--- config.mk ---
export PLATFORM = sky130hd
export DESIGN_NAME = key_led_arbiter
export DESIGN_NICKNAME = d
export VERILOG_FILES = /design/src/rtl/key_led_pkg.sv /design/src/rtl/key_led_arbiter_debouncer.sv /design/src/rtl/key_led_arbiter.sv
export SDC_FILE = /design/constraint.sdc
export NUM_CORES = 1
export LEC_CHECK = 0
export BUFFER_PORTS_ARGS = -buffer_cell sky130_fd_sc_hd__buf_4
export CELL_PAD_IN_SITES_DETAIL_PLACEMENT = 0
export CELL_PAD_IN_SITES_GLOBAL_PLACEMENT = 2
export CORE_MARGIN = 4
export CORE_UTILIZATION = 43
export CTS_BUF_LIST = sky130_fd_sc_hd__clkbuf_2 sky130_fd_sc_hd__clkbuf_4 sky130_fd_sc_hd__clkbuf_8
export CTS_CLUSTER_SIZE = 40
export DETAILED_ROUTE_END_ITERATION = 8
export PLACE_DENSITY_LB_ADDON = 0.1
export SLEW_MARGIN = 10
export SYNTH_ARGS = -nofsm -noshare
export SYNTH_HDL_FRONTEND = slang
export SYNTH_HIERARCHICAL = 1
export SYNTH_SLANG_ARGS = --single-unit
--- constraint.sdc ---
create_clock -name clock -period 4.4 [get_ports clock]
set_input_delay 1.1 -clock clock [delete_from_list [all_inputs] [get_ports clock]]
set_output_delay 1.1 -clock clock [all_outputs]
set_load 0.005 [all_outputs]
--- src/rtl/key_led_pkg.sv ---
// Shared types and sizes for the key-to-LED round-robin arbiter.
package key_led_pkg;
   typedef enum logic [1:0] {IDLE, GRANT, GAP} arb_state_t;
   localparam int NUM_KEYS = 8;
   localparam int ID_W     = 3;
endpackage

--- src/rtl/key_led_arbiter_debouncer.sv ---
// One push-button channel: 2-flop synchronizer, debounce counter and a
// single-cycle pulse on each accepted press.
module key_debouncer
   import key_led_pkg::*;
#(
   parameter int DEBOUNCE_CYCLES = 4
) (
   input  logic clock,
   input  logic reset,
   input  logic key,
   output logic rise
);
   localparam int CW = $clog2(DEBOUNCE_CYCLES + 1);
   localparam logic [CW-1:0] CNT_LAST = CW'(DEBOUNCE_CYCLES - 1);

   logic          meta;
   logic          sync;
   logic          stable;
   logic          stable_q;
   logic [CW-1:0] cnt;

   always_ff @(posedge clock or posedge reset) begin
      if (reset) begin
         meta     <= 1'b0;
         sync     <= 1'b0;
         stable   <= 1'b0;
         stable_q <= 1'b0;
         cnt      <= '0;
      end else begin
         meta     <= key;
         sync     <= meta;
         stable_q <= stable;
         if (sync != stable) begin
            // the cycle that would make the count reach DEBOUNCE_CYCLES commits the level
            if (cnt == CNT_LAST) begin
               stable <= sync;
               cnt    <= '0;
            end else begin
               cnt <= cnt + CW'(1);
            end
         end else begin
            cnt <= '0;
         end
      end
   end

   assign rise = stable & ~stable_q;
endmodule

--- src/rtl/key_led_arbiter.sv ---
// Round-robin owner of the LED bank: debounced key presses queue requests,
// one winner at a time lights its LED for HOLD_CYCLES, then a blank cycle.
module key_led_arbiter
   import key_led_pkg::*;
#(
   parameter int DEBOUNCE_CYCLES = 4,
   parameter int HOLD_CYCLES     = 8
) (
   input  logic                clock,
   input  logic                reset,
   input  logic [NUM_KEYS-1:0] key,
   output logic [NUM_KEYS-1:0] led,
   output logic                grant_valid,
   output logic [ID_W-1:0]     grant_id
);
   localparam int HW = $clog2(HOLD_CYCLES + 1);
   localparam logic [HW-1:0] HOLD_LAST = HW'(HOLD_CYCLES - 1);

   arb_state_t          state;
   logic [NUM_KEYS-1:0] rise;
   logic [NUM_KEYS-1:0] pending;
   logic [NUM_KEYS-1:0] clr_mask;
   logic [ID_W-1:0]     last;
   logic [ID_W-1:0]     winner;
   logic [ID_W-1:0]     idx;
   logic                found;
   logic [HW-1:0]       hold_cnt;

   for (genvar i = 0; i < NUM_KEYS; i++) begin : g_key
      key_debouncer #(.DEBOUNCE_CYCLES(DEBOUNCE_CYCLES)) u_db (
         .clock (clock),
         .reset (reset),
         .key   (key[i]),
         .rise  (rise[i])
      );
   end

   // Search from last+1 upward; the 3-bit add wraps modulo 8.
   always_comb begin
      winner = '0;
      found  = 1'b0;
      idx    = '0;
      for (int unsigned i = 1; i <= NUM_KEYS; i++) begin
         idx = last + ID_W'(i);
         if (!found && pending[idx]) begin
            winner = idx;
            found  = 1'b1;
         end
      end
   end

   always_comb begin
      clr_mask = '0;
      if (state == IDLE && found) clr_mask = NUM_KEYS'(1) << winner;
   end

   always_ff @(posedge clock or posedge reset) begin
      if (reset) begin
         state       <= IDLE;
         pending     <= '0;
         last        <= '1;
         hold_cnt    <= '0;
         led         <= '0;
         grant_valid <= 1'b0;
         grant_id    <= '0;
      end else begin
         // a new press in the same cycle as its grant re-queues the key
         pending <= (pending & ~clr_mask) | rise;
         case (state)
            IDLE: begin
               if (found) begin
                  grant_id    <= winner;
                  last        <= winner;
                  hold_cnt    <= HOLD_LAST;
                  led         <= NUM_KEYS'(1) << winner;
                  grant_valid <= 1'b1;
                  state       <= GRANT;
               end
            end
            GRANT: begin
               if (hold_cnt == '0) begin
                  led         <= '0;
                  grant_valid <= 1'b0;
                  state       <= GAP;
               end else begin
                  hold_cnt <= hold_cnt - HW'(1);
               end
            end
            GAP:     state <= IDLE;
            default: state <= IDLE;
         endcase
      end
   end
endmodule
Word-level counts from Yosys, hierarchy flattened. Cells that the tools add are included.

Bits in registers: 85. Output and inout port bits: 12. Word-level logic and storage cells: 202.

Add/subtract/negate cells: 16. $lt $le $gt $ge: 8. Equal/unequal tests: 20. Shift-type cells: 1. Muxes and demuxes: 61. Bitwise operators: 19. Reduce and logical (&&, ||, !) cells: 30.

Operator list (number): two-way mux 3 bit (24); less-than comparator 3 x 4 -> 1 bit (second input constant) (8); adder 3 x 1 -> 3 bit (second input constant) (9); binary-select mux 1 bit (select 3 bit) (8); == test 3 x 2 -> 1 bit (second input constant) (8); two-way mux 8 bit (3); AND reduction 2 bit (10); two-way mux 1 bit (18); one-hot mux 8 bit (2 select lines) (1); adder 3 bit (second input constant) (4); AND 1 bit (8); AND 8 bit (1); logical AND 1 bit (8); two-way mux 4 bit (2); inequality test 1 bit (8); inverter 1 bit (8); inverter 8 bit (1); OR 8 bit (1); one-hot mux 4 bit (2 select lines) (1); left shift 1 x 3 -> 8 bit (first input constant) (1); logical NOT 1 bit (7); adder 3 x 2 -> 3 bit (second input constant) (2); inequality test 2 bit (second input constant) (3); AND reduction 3 bit (2); other kinds (8) (9).

Depth between registers and ports, before layout. Gate-level depths: netlist of run 1.

Word-level depth: 30. Depth in mapped cells: 14. Depth with buffers taken out: 9.

Hierarchy. The synthesis of run 1 kept the hierarchy.

By module, submodules not included: key_led_arbiter (instances 1, cells each 220, area each 2306.0 µm², sequential area each 729.4 µm²); key_debouncer (instances 8, cells each 16, area each 256.5 µm², sequential area each 175.2 µm²).

Worst setup path before layout of run 1. OpenSTA, ideal clock, no wires.

Path type: reg2reg. Start point: register last[0]. End point: register led[2]. Setup time: 0.122 ns. Arrival time: 3.259 ns. Data required time: 4.278 ns. Path slack: 1.019 ns. Stages on the path, launching flop included: 14. Period minus slack after synthesis: 3.381 ns. Path through: dfstp_2 > buf_4 > inv_1 > buf_2 > ha_1 > buf_2 > buf_4 > mux2i_1 > mux4_2 > nand3_1 > or3_1 > o31a_1 > a21o_2 > a32o_1.

Word-level cells in the longest chain between the ends: 28. Elaborated cells on any way between the ends: 58.

RTL lines: start, declared (RTL line key_led_arbiter.sv:23) `logic [ID_W-1:0] last;`; start signal, assigned (RTL line key_led_arbiter.sv:73) `last <= winner;`; adder 3 x 1 -> 3 bit (RTL line key_led_arbiter.sv:44) `idx = last + ID_W'(i);`; binary-select mux 1 bit (select 3 bit) (RTL line key_led_arbiter.sv:45) `if (!found && pending[idx]) begin`; two-way mux 1 bit (implied by the code) (RTL line key_led_arbiter.sv:45); two-way mux 1 bit (RTL line key_led_arbiter.sv:45); logical NOT 1 bit (RTL line key_led_arbiter.sv:45); logical AND 1 bit (RTL line key_led_arbiter.sv:45); two-way mux 1 bit (RTL line key_led_arbiter.sv:45); logical NOT 1 bit (RTL line key_led_arbiter.sv:45); (+12 left out); logical AND 1 bit (RTL line key_led_arbiter.sv:45); two-way mux 1 bit (RTL line key_led_arbiter.sv:45); logical NOT 1 bit (RTL line key_led_arbiter.sv:45); logical AND 1 bit (RTL line key_led_arbiter.sv:45); two-way mux 3 bit (RTL line key_led_arbiter.sv:45); left shift 1 x 3 -> 8 bit (RTL line key_led_arbiter.sv:75) `led <= NUM_KEYS'(1) << winner;`; two-way mux 8 bit (RTL line key_led_arbiter.sv:71) `if (found) begin`; one-hot mux 8 bit (2 select lines) (RTL line key_led_arbiter.sv:69) `case (state)`; end signal, assigned (RTL line key_led_arbiter.sv:75); end, declared (RTL line key_led_arbiter.sv:12) `output logic [NUM_KEYS-1:0] led,`.

Several ways; a longest one is shown, not always the timed one. The select of a mux whose other input is x is not followed. A chain may end at the register's enable or synchronous reset.

Worst setup path after layout of run 1.
Start point: register last[0]. End point: register pending[4].

Word-level cells in the longest chain between the ends: 30. Elaborated cells on any way between the ends: 59.

RTL lines: adder 3 x 1 -> 3 bit (RTL line key_led_arbiter.sv:44); binary-select mux 1 bit (select 3 bit) (RTL line key_led_arbiter.sv:45); two-way mux 1 bit (implied by the code) (RTL line key_led_arbiter.sv:45); two-way mux 1 bit (RTL line key_led_arbiter.sv:45); logical NOT 1 bit (RTL line key_led_arbiter.sv:45); logical AND 1 bit (RTL line key_led_arbiter.sv:45); two-way mux 1 bit (RTL line key_led_arbiter.sv:45); logical NOT 1 bit (RTL line key_led_arbiter.sv:45); (+14 left out); logical NOT 1 bit (RTL line key_led_arbiter.sv:45); logical AND 1 bit (RTL line key_led_arbiter.sv:45); two-way mux 3 bit / two-way mux 1 bit (equally long branches) (RTL line key_led_arbiter.sv:45); left shift 1 x 3 -> 8 bit / logical AND 1 bit (equally long branches) (RTL line key_led_arbiter.sv:54) `if (state == IDLE && found) clr_mask = NUM_KEYS'(1) << winner;`; two-way mux 8 bit (*) (RTL line key_led_arbiter.sv:54); inverter 8 bit (*) (RTL line key_led_arbiter.sv:68) `pending <= (pending & ~clr_mask) | rise;`; AND 8 bit (*) (RTL line key_led_arbiter.sv:68); OR 8 bit (*) (RTL line key_led_arbiter.sv:68); end signal, assigned (RTL line key_led_arbiter.sv:68); end, declared (RTL line key_led_arbiter.sv:21) `logic [NUM_KEYS-1:0] pending;`.

Mark *: on every way between the ends. The rest lies on a longest branch, timed or not. The select of a mux whose other input is x is not followed.

==> impl_metrics.tcl, run 1 <==
set metrics [dict create \
    status "finished clean" \
    hp-start "g_key[7].u_db/meta$_DFF_PP0_" \
    antenna_found_initial 0 \
    drt_iter0_markers 152 \
    synthCells 348 \
    grt.total_usage_pct 16.27 \
    critPathMaxStageDelay_ns 0.69 \
    tightest_slew_ns 1.053 \
    required_ns 4.62 \
    cp-startpoint "last[0]$_DFFE_PP1P_" \
    worstPathMaxFanout 15 \
    critPathTopFamily "multiplexers" \
    relSlewSlack_pct 29.73 \
    grt_overflow_total 0 \
    yosysTopAreaCell "dfrtp_1" \
    synth_area_leaders "dfrtp_1, mux4_2, ha_1" \
    crit_arrival_ns 3.71 \
    grt_max_degree 28 \
    ys.flop_type "dfrtp_1" \
    worstPathCellList "inv_1, ha_1, mux2i_1, mux4_2, nand3_1, or3_1, o31a_1, a21oi_4, a41oi_1" \
    cts_root_buffer "clkbuf_8" \
    seq_area_frac_synth_pct 48.89 \
    crit_type "register to register" \
    max-clock-path-buffers 2 \
    grt_pass1_vias 2875 \
    drc 0 \
    avgSynthCellArea_um2 12.52 \
    maxCapViolations 0 \
    hold_viol 0 \
    synthArstFlopShare_pct 100.0 \
    cp_slowest_cell "ha_1" \
    dieWidth_um 108.7 \
    fin_area_um2 4875 \
    pin_count 22 \
    fin_nets 395 \
    core_um2 9819 \
    fmax_mhz 286.6 \
    num_antenna_cells 0 \
    port_buffers 21 \
    routed_wirelength_mm 8.490 \
    power_frac_comb_pct 51.3 \
    cts_sinks 85 \
    dp_cells 496 \
    holdCritPathClass "register to register" \
    leakage_nw 2.063 \
    post_cts_buffers 0 \
    dp_hpwl_mm 6.106 \
    grt_pass1_wl_mm 14.65 \
    rows 36 \
    num_vias 2793 \
    powerDensity_nw_per_um2 792.9 \
    seqPwrFrac_pct 32.5 \
    cp-start-kind "register" \
    drive_above_1_share_pct 28.23 \
    ir_drop_mv 0.3406 \
    p_int_w 0.002251 \
    syn-cell-area_um2 4358 \
    final-setup-viol-count 0 \
    syn-num-nets 369 \
    layout_min_cycle_time_ns 3.490 \
    post_cts_resize_count 0 \
    die_y_um 108.7 \
    ant_nets 0 \
    clock_latency_ns 0.37 \
    regToRegStartpoint "last[0]$_DFFE_PP1P_" \
    drtPass1Iterations 5 \
    cts_made_buffers 9 \
    fin_worst_skew_ns 0.01245 \
    cp-end-kind "register" \
    globalplace.congestion 0.7764 \
    rsz0062_at_grt "no" \
    fillers 897 \
    instances_no_fill 512 \
    switchingPower_w 0.001614 \
    cts-hold-fix-buffers 0 \
    synth.top_cell.area_share_pct 47.09 \
    cts_tree "built" \
    placed_cell_area_um2 4646 \
    wl_met1_mm 3.850 \
    whs_ns 0.3533 \
    htree_levels 3 \
    top_layer "met4" \
    wl_per_cell_um 16.58 \
    die_area_um2 11810 \
    ys_warn_count 6 \
    area_growth_pct 11.86 \
    crit_buf_inv 1 \
    synth_seq_cells 85 \
    route.met2.wl_mm 4.201 \
    power_frac_clock_pct 16.2 \
    synth_cell_types 61 \
    slew_violations 0 \
    synth_edf_count 0 \
    period_share_pct 79.31 \
    switching_share_pct 41.75 \
    dr_wl_met3_um 316 \
    tns_ns 0 \
    clk_pin_slew_ns 0.09 \
    vias_per_cell 5.455 \
    start_util_pct 44.38 \
]
-- sequential cells by signal (all words and copies together), names as in the netlist --
name and count:
g_key.u_db/stable_q 8, grant_id 3, led 8, pending 8
grant_valid 1, last 3, hold_cnt 4, g_key.u_db/cnt 24
state 2, g_key.u_db/stable 8, g_key.u_db/meta 8, g_key.u_db/sync 8
-- layout make-up --
cell class	instances	area [µm²]	area share, %
clock inverters	6	91.34	1.874
inverters	24	90.09	1.848
repair buffers	29	217.7	4.466
clock buffers	10	137.6	2.823
multi-input cells	225	2041	41.86
well taps	133	166.4	3.414
flip-flops and latches	85	2131	43.71
-- cell usage in the layout (no fill, tap or decap), types with 9 or more instances in the layout --
| cell | instances |
|---|---|
| nor3b_1 | 9 |
| ha_1 | 11 |
| xnor2_1 | 11 |
| mux4_2 | 12 |
| nor2b_1 | 9 |
| buf_4 | 29 |
| mux2_2 | 10 |
| nor2_1 | 22 |
| dfrtp_1 | 82 |
| a32o_1 | 9 |
| inv_1 | 24 |
| nand2_1 | 19 |
| mux2i_1 | 11 |
| clkbuf_8 | 10 |
| nor3_1 | 9 |
-- cell usage after synthesis, drive strengths merged, types with 2 or more instances --
cell and instances:
xnor2 11, o221ai 2, nand3 3, mux2 11, nand4 3, dfrtp 82, xor2 4, nor3b 17
dfstp 3, a41oi 9, clkbuf 3, mux4 14, or3 2, a21bo 2, nor2b 17, o31a 2
nand2 19, a21o 2, mux2i 11, buf 11, nor4 2, and3 2, a211oi 2, a21oi 10
a22oi 3, nor2 23, nor3 11, o21ai 9, ha 11, inv 24, a32o 9
-- metal layers --
metal	up-vias	GRT usage, %
li1	1319	-
met5	-	0
met3	8	4.144
met4	0	7.033
met1	1419	20.80
met2	47	26.26
-- logic make-up after synthesis --
kind of cell	Yosys count	synth area share (%)
simple gates	107	16.71
flops	85	48.89
compound gates	56	11.08
buf+inv	38	4.278
mux	36	12.86
xor+xnor	15	3.015
fa+ha+maj	11	3.158
-- per-stage QoR --
step / utilization, % / total power [W] / worst slack, ns
floorplan: - / 0.002762 / 1.019
global placement: 47.31 / 0.003247 / 0.9648
detailed placement: 47.31 / 0.003261 / 0.9463
CTS: 49.64 / 0.003905 / 0.9294
global route: 49.64 / 0.004173 / 0.7258
finish: 49.64 / 0.003865 / 0.9103
-- power groups by stage --
| stage | registers, W | logic (W) | clock network [W] |
|---|---|---|---|
| floorplan | 0.00118 | 0.00158 | 0 |
| global placement | 0.00128 | 0.00197 | 0 |
| detailed placement | 0.00128 | 0.00198 | 0 |
| CTS | 0.00126 | 0.00199 | 0.000654 |
| global route | 0.00130 | 0.00219 | 0.000681 |
| finish | 0.00126 | 0.00198 | 0.000625 |
-- final timing paths --
check / to / slack, ns / cells after the start
max in group asynchronous: grant_id[2]$_DFFE_PP0P_ / 2.70 / 3
setup / recovery: pending[4]$_DFF_PP0_ / 0.91 / 9
hold reg to reg: g_key[7].u_db/sync$_DFF_PP0_ / 0.35 / 0
min in group asynchronous: g_key[4].u_db/stable_q$_DFF_PP0_ / 0.71 / 2
hold / removal: g_key[7].u_db/sync$_DFF_PP0_ / 0.35 / 0
setup reg to reg: pending[4]$_DFF_PP0_ / 0.91 / 9
No activity file was read; power rests on OpenSTA's default activity.
==> inputs of run 2 (changes only) <==
--- a/config.mk
+++ b/config.mk
@@ -9,7 +9,7 @@
 export CELL_PAD_IN_SITES_DETAIL_PLACEMENT = 0
 export CELL_PAD_IN_SITES_GLOBAL_PLACEMENT = 2
 export CORE_MARGIN = 4
-export CORE_UTILIZATION = 43
+export CORE_UTILIZATION = 40
 export CTS_BUF_LIST = sky130_fd_sc_hd__clkbuf_2 sky130_fd_sc_hd__clkbuf_4 sky130_fd_sc_hd__clkbuf_8
 export CTS_CLUSTER_SIZE = 40
 export DETAILED_ROUTE_END_ITERATION = 8
==> constraint.sdc (replaced) <==
create_clock -name clock -period 2.8 [get_ports clock]
set_input_delay 0.7 -clock clock [delete_from_list [all_inputs] [get_ports clock]]
set_output_delay 0.7 -clock clock [all_outputs]
set_load 0.005 [all_outputs]
==> impl_metrics.tcl, run 2 (synthesis gave the netlist of run 1 again) <==
set metrics [dict create \
    dieWidth_um 112.4 \
    leakage_nw 2.351 \
    holdCritPathClass "primary input to async pin" \
    grt_use_met1_pct 20.90 \
    worstPathMaxFanout 6 \
    final.setup.worst_slack_ns -0.1328 \
    final-setup-viol-count 18 \
    hold_viol 0 \
    cp-end-kind "register" \
    core_um2 10460 \
    clk_pin_slew_ns 0.10 \
    required_ns 3.07 \
    rsz0062_at_grt "yes" \
    final_common_cell "dfrtp_1" \
    top_register "g_key.u_db/cnt" \
    globalplace.congestion 0.7604 \
    finalPower_w 0.007174 \
    drtPass1Iterations 4 \
    slew_violations 0 \
    met3_usage_pct 2.911 \
    cts_made_buffers 9 \
    pin_count 22 \
    ir_drop_mv 0.7143 \
    powerDensity_nw_per_um2 1322 \
    seqPwrFrac_pct 27.1 \
    ant_nets 0 \
    instances_no_fill 562 \
    grt_pass1_vias 3123 \
    start_util_pct 41.65 \
    cts_tree "built" \
    fin_worst_skew_ns 0.01077 \
    drive_above_1_share_pct 40.85 \
    largest_register_ffs 24 \
    vias_per_cell 5.286 \
    switchingPower_w 0.002920 \
    relSlewSlack_pct 65.25 \
    rows 37 \
    layout_min_cycle_time_ns 2.933 \
    cts_sinks 85 \
    drt_iter0_markers 163 \
    tns_ns -1.600 \
    clock_latency_ns 0.36 \
    wl_per_cell_um 16.56 \
    maxCapViolations 0 \
    crit_type "register to register" \
    grtUsageMet2_pct 26.54 \
    r2r_setup_slack_ns -0.13 \
    p_int_w 0.004254 \
    area_growth_pct 24.55 \
    port_buffers 21 \
    die_y_um 112.4 \
    grt_pass1_wl_mm 16.06 \
    crit_arrival_ns 3.20 \
    fillers 968 \
    grt_max_degree 30 \
    cp-start-kind "register" \
    antenna_found_initial 0 \
    dp_hpwl_mm 6.653 \
    violations "setup timing" \
    die_area_um2 12630 \
    num_vias 2971 \
    grt_overflow_total 0 \
    fin_util_pct 51.88 \
    htree_levels 3 \
    routed_wirelength_mm 9.308 \
    power_frac_comb_pct 61.3 \
    busiest_layer "met2" \
    max-clock-path-buffers 2 \
    dp_cells 528 \
    switching_share_pct 40.70 \
    drc 0 \
    period_share_pct 104.7 \
    power_frac_clock_pct 11.5 \
    tightest_slew_ns 0.5175 \
    grt.total_usage_pct 15.80 \
    num_antenna_cells 0 \
    fin_nets 442 \
    cts_root_buffer "clkbuf_8" \
    layout_common_cells "dfrtp_1, buf_4, inv_1" \
    fmax_mhz 341.0 \
    status "finished, violations left" \
]
-- run 2: worst paths after layout --
kind,from,depth (start not counted),end
worst max-delay path,last[1]$_DFFE_PP1P_,12,pending[1]$_DFF_PP0_
max in group asynchronous,reset,3,last[2]$_DFFE_PP1P_
worst max register to register,last[1]$_DFFE_PP1P_,12,pending[1]$_DFF_PP0_
worst min-delay path,reset,2,g_key[0].u_db/meta$_DFF_PP0_
worst min register to register,g_key[2].u_db/meta$_DFF_PP0_,0,g_key[2].u_db/sync$_DFF_PP0_
min in group clock,g_key[2].u_db/meta$_DFF_PP0_,0,g_key[2].u_db/sync$_DFF_PP0_
-- run 2: final cells by class --
class,instances,area [µm²],area share [%]
multi-input cells,226,2197,40.48
flip-flops and latches,85,2131,39.26
repair buffers,75,651.9,12.01
well taps,136,170.2,3.135
clock buffers,10,131.4,2.420
inverters,24,92.59,1.706
clock inverters,6,53.80,0.9912
-- run 2: repair_timing --
| action | CTS | global route |
|---|---|---|
| endpoints found under the setup margin | 20 | 21 |
| gates resized for setup | 21 | 16 |
| cloned | 2 | 0 |
| pin swaps | 7 | 6 |
| setup buffers | 15 | 2 |
| endpoints found under the hold margin | 0 | 0 |
| hold buffers | 0 | 0 |
-- run 2: power by group through the flow --
| stage | clock, W | sequential (W) | combinational, W |
|---|---|---|---|
| after global placement | 0 | 0.00197 | 0.00350 |
| after global routing | 0.000922 | 0.00201 | 0.00479 |
| after CTS | 0.000874 | 0.00195 | 0.00416 |
| after floorplan | 0 | 0.00186 | 0.00261 |
| after detailed placement | 0 | 0.00197 | 0.00352 |
| final | 0.000828 | 0.00195 | 0.00440 |
-- run 2: layer usage --
metal | wire length, µm | vias to the layer above
met5 | 0 | -
met4 | 147 | 0
met3 | 432 | 14
met2 | 4728 | 61
met1 | 3999 | 1486
li1 | - | 1410
-- run 2: critical path, cell delays in order (launching register included) --
cell	delay [ns]
dfstp_2	0.56
inv_2	0.06
ha_4	0.31
buf_6	0.13
mux2i_1	0.07
mux4_2	0.57
buf_6	0.16
o21bai_1	0.14
a21oi_1	0.10
o221ai_2	0.25
a21oi_4	0.10
clkbuf_4	0.19
a41oi_1	0.19
-- run 2: metrics by stage --
step                      cell area (µm²)  hold slack [ns]  setup WS [ns]
final                                5428           0.3112        -0.1328
after global routing                 5428           0.3194        -0.2661
after global placement               4908           0.3342        -0.2204
after detailed placement             4908           0.3347        -0.2349
after CTS                            5350           0.3020        -0.1531
after floorplan                      4429           0.3312        -0.3146
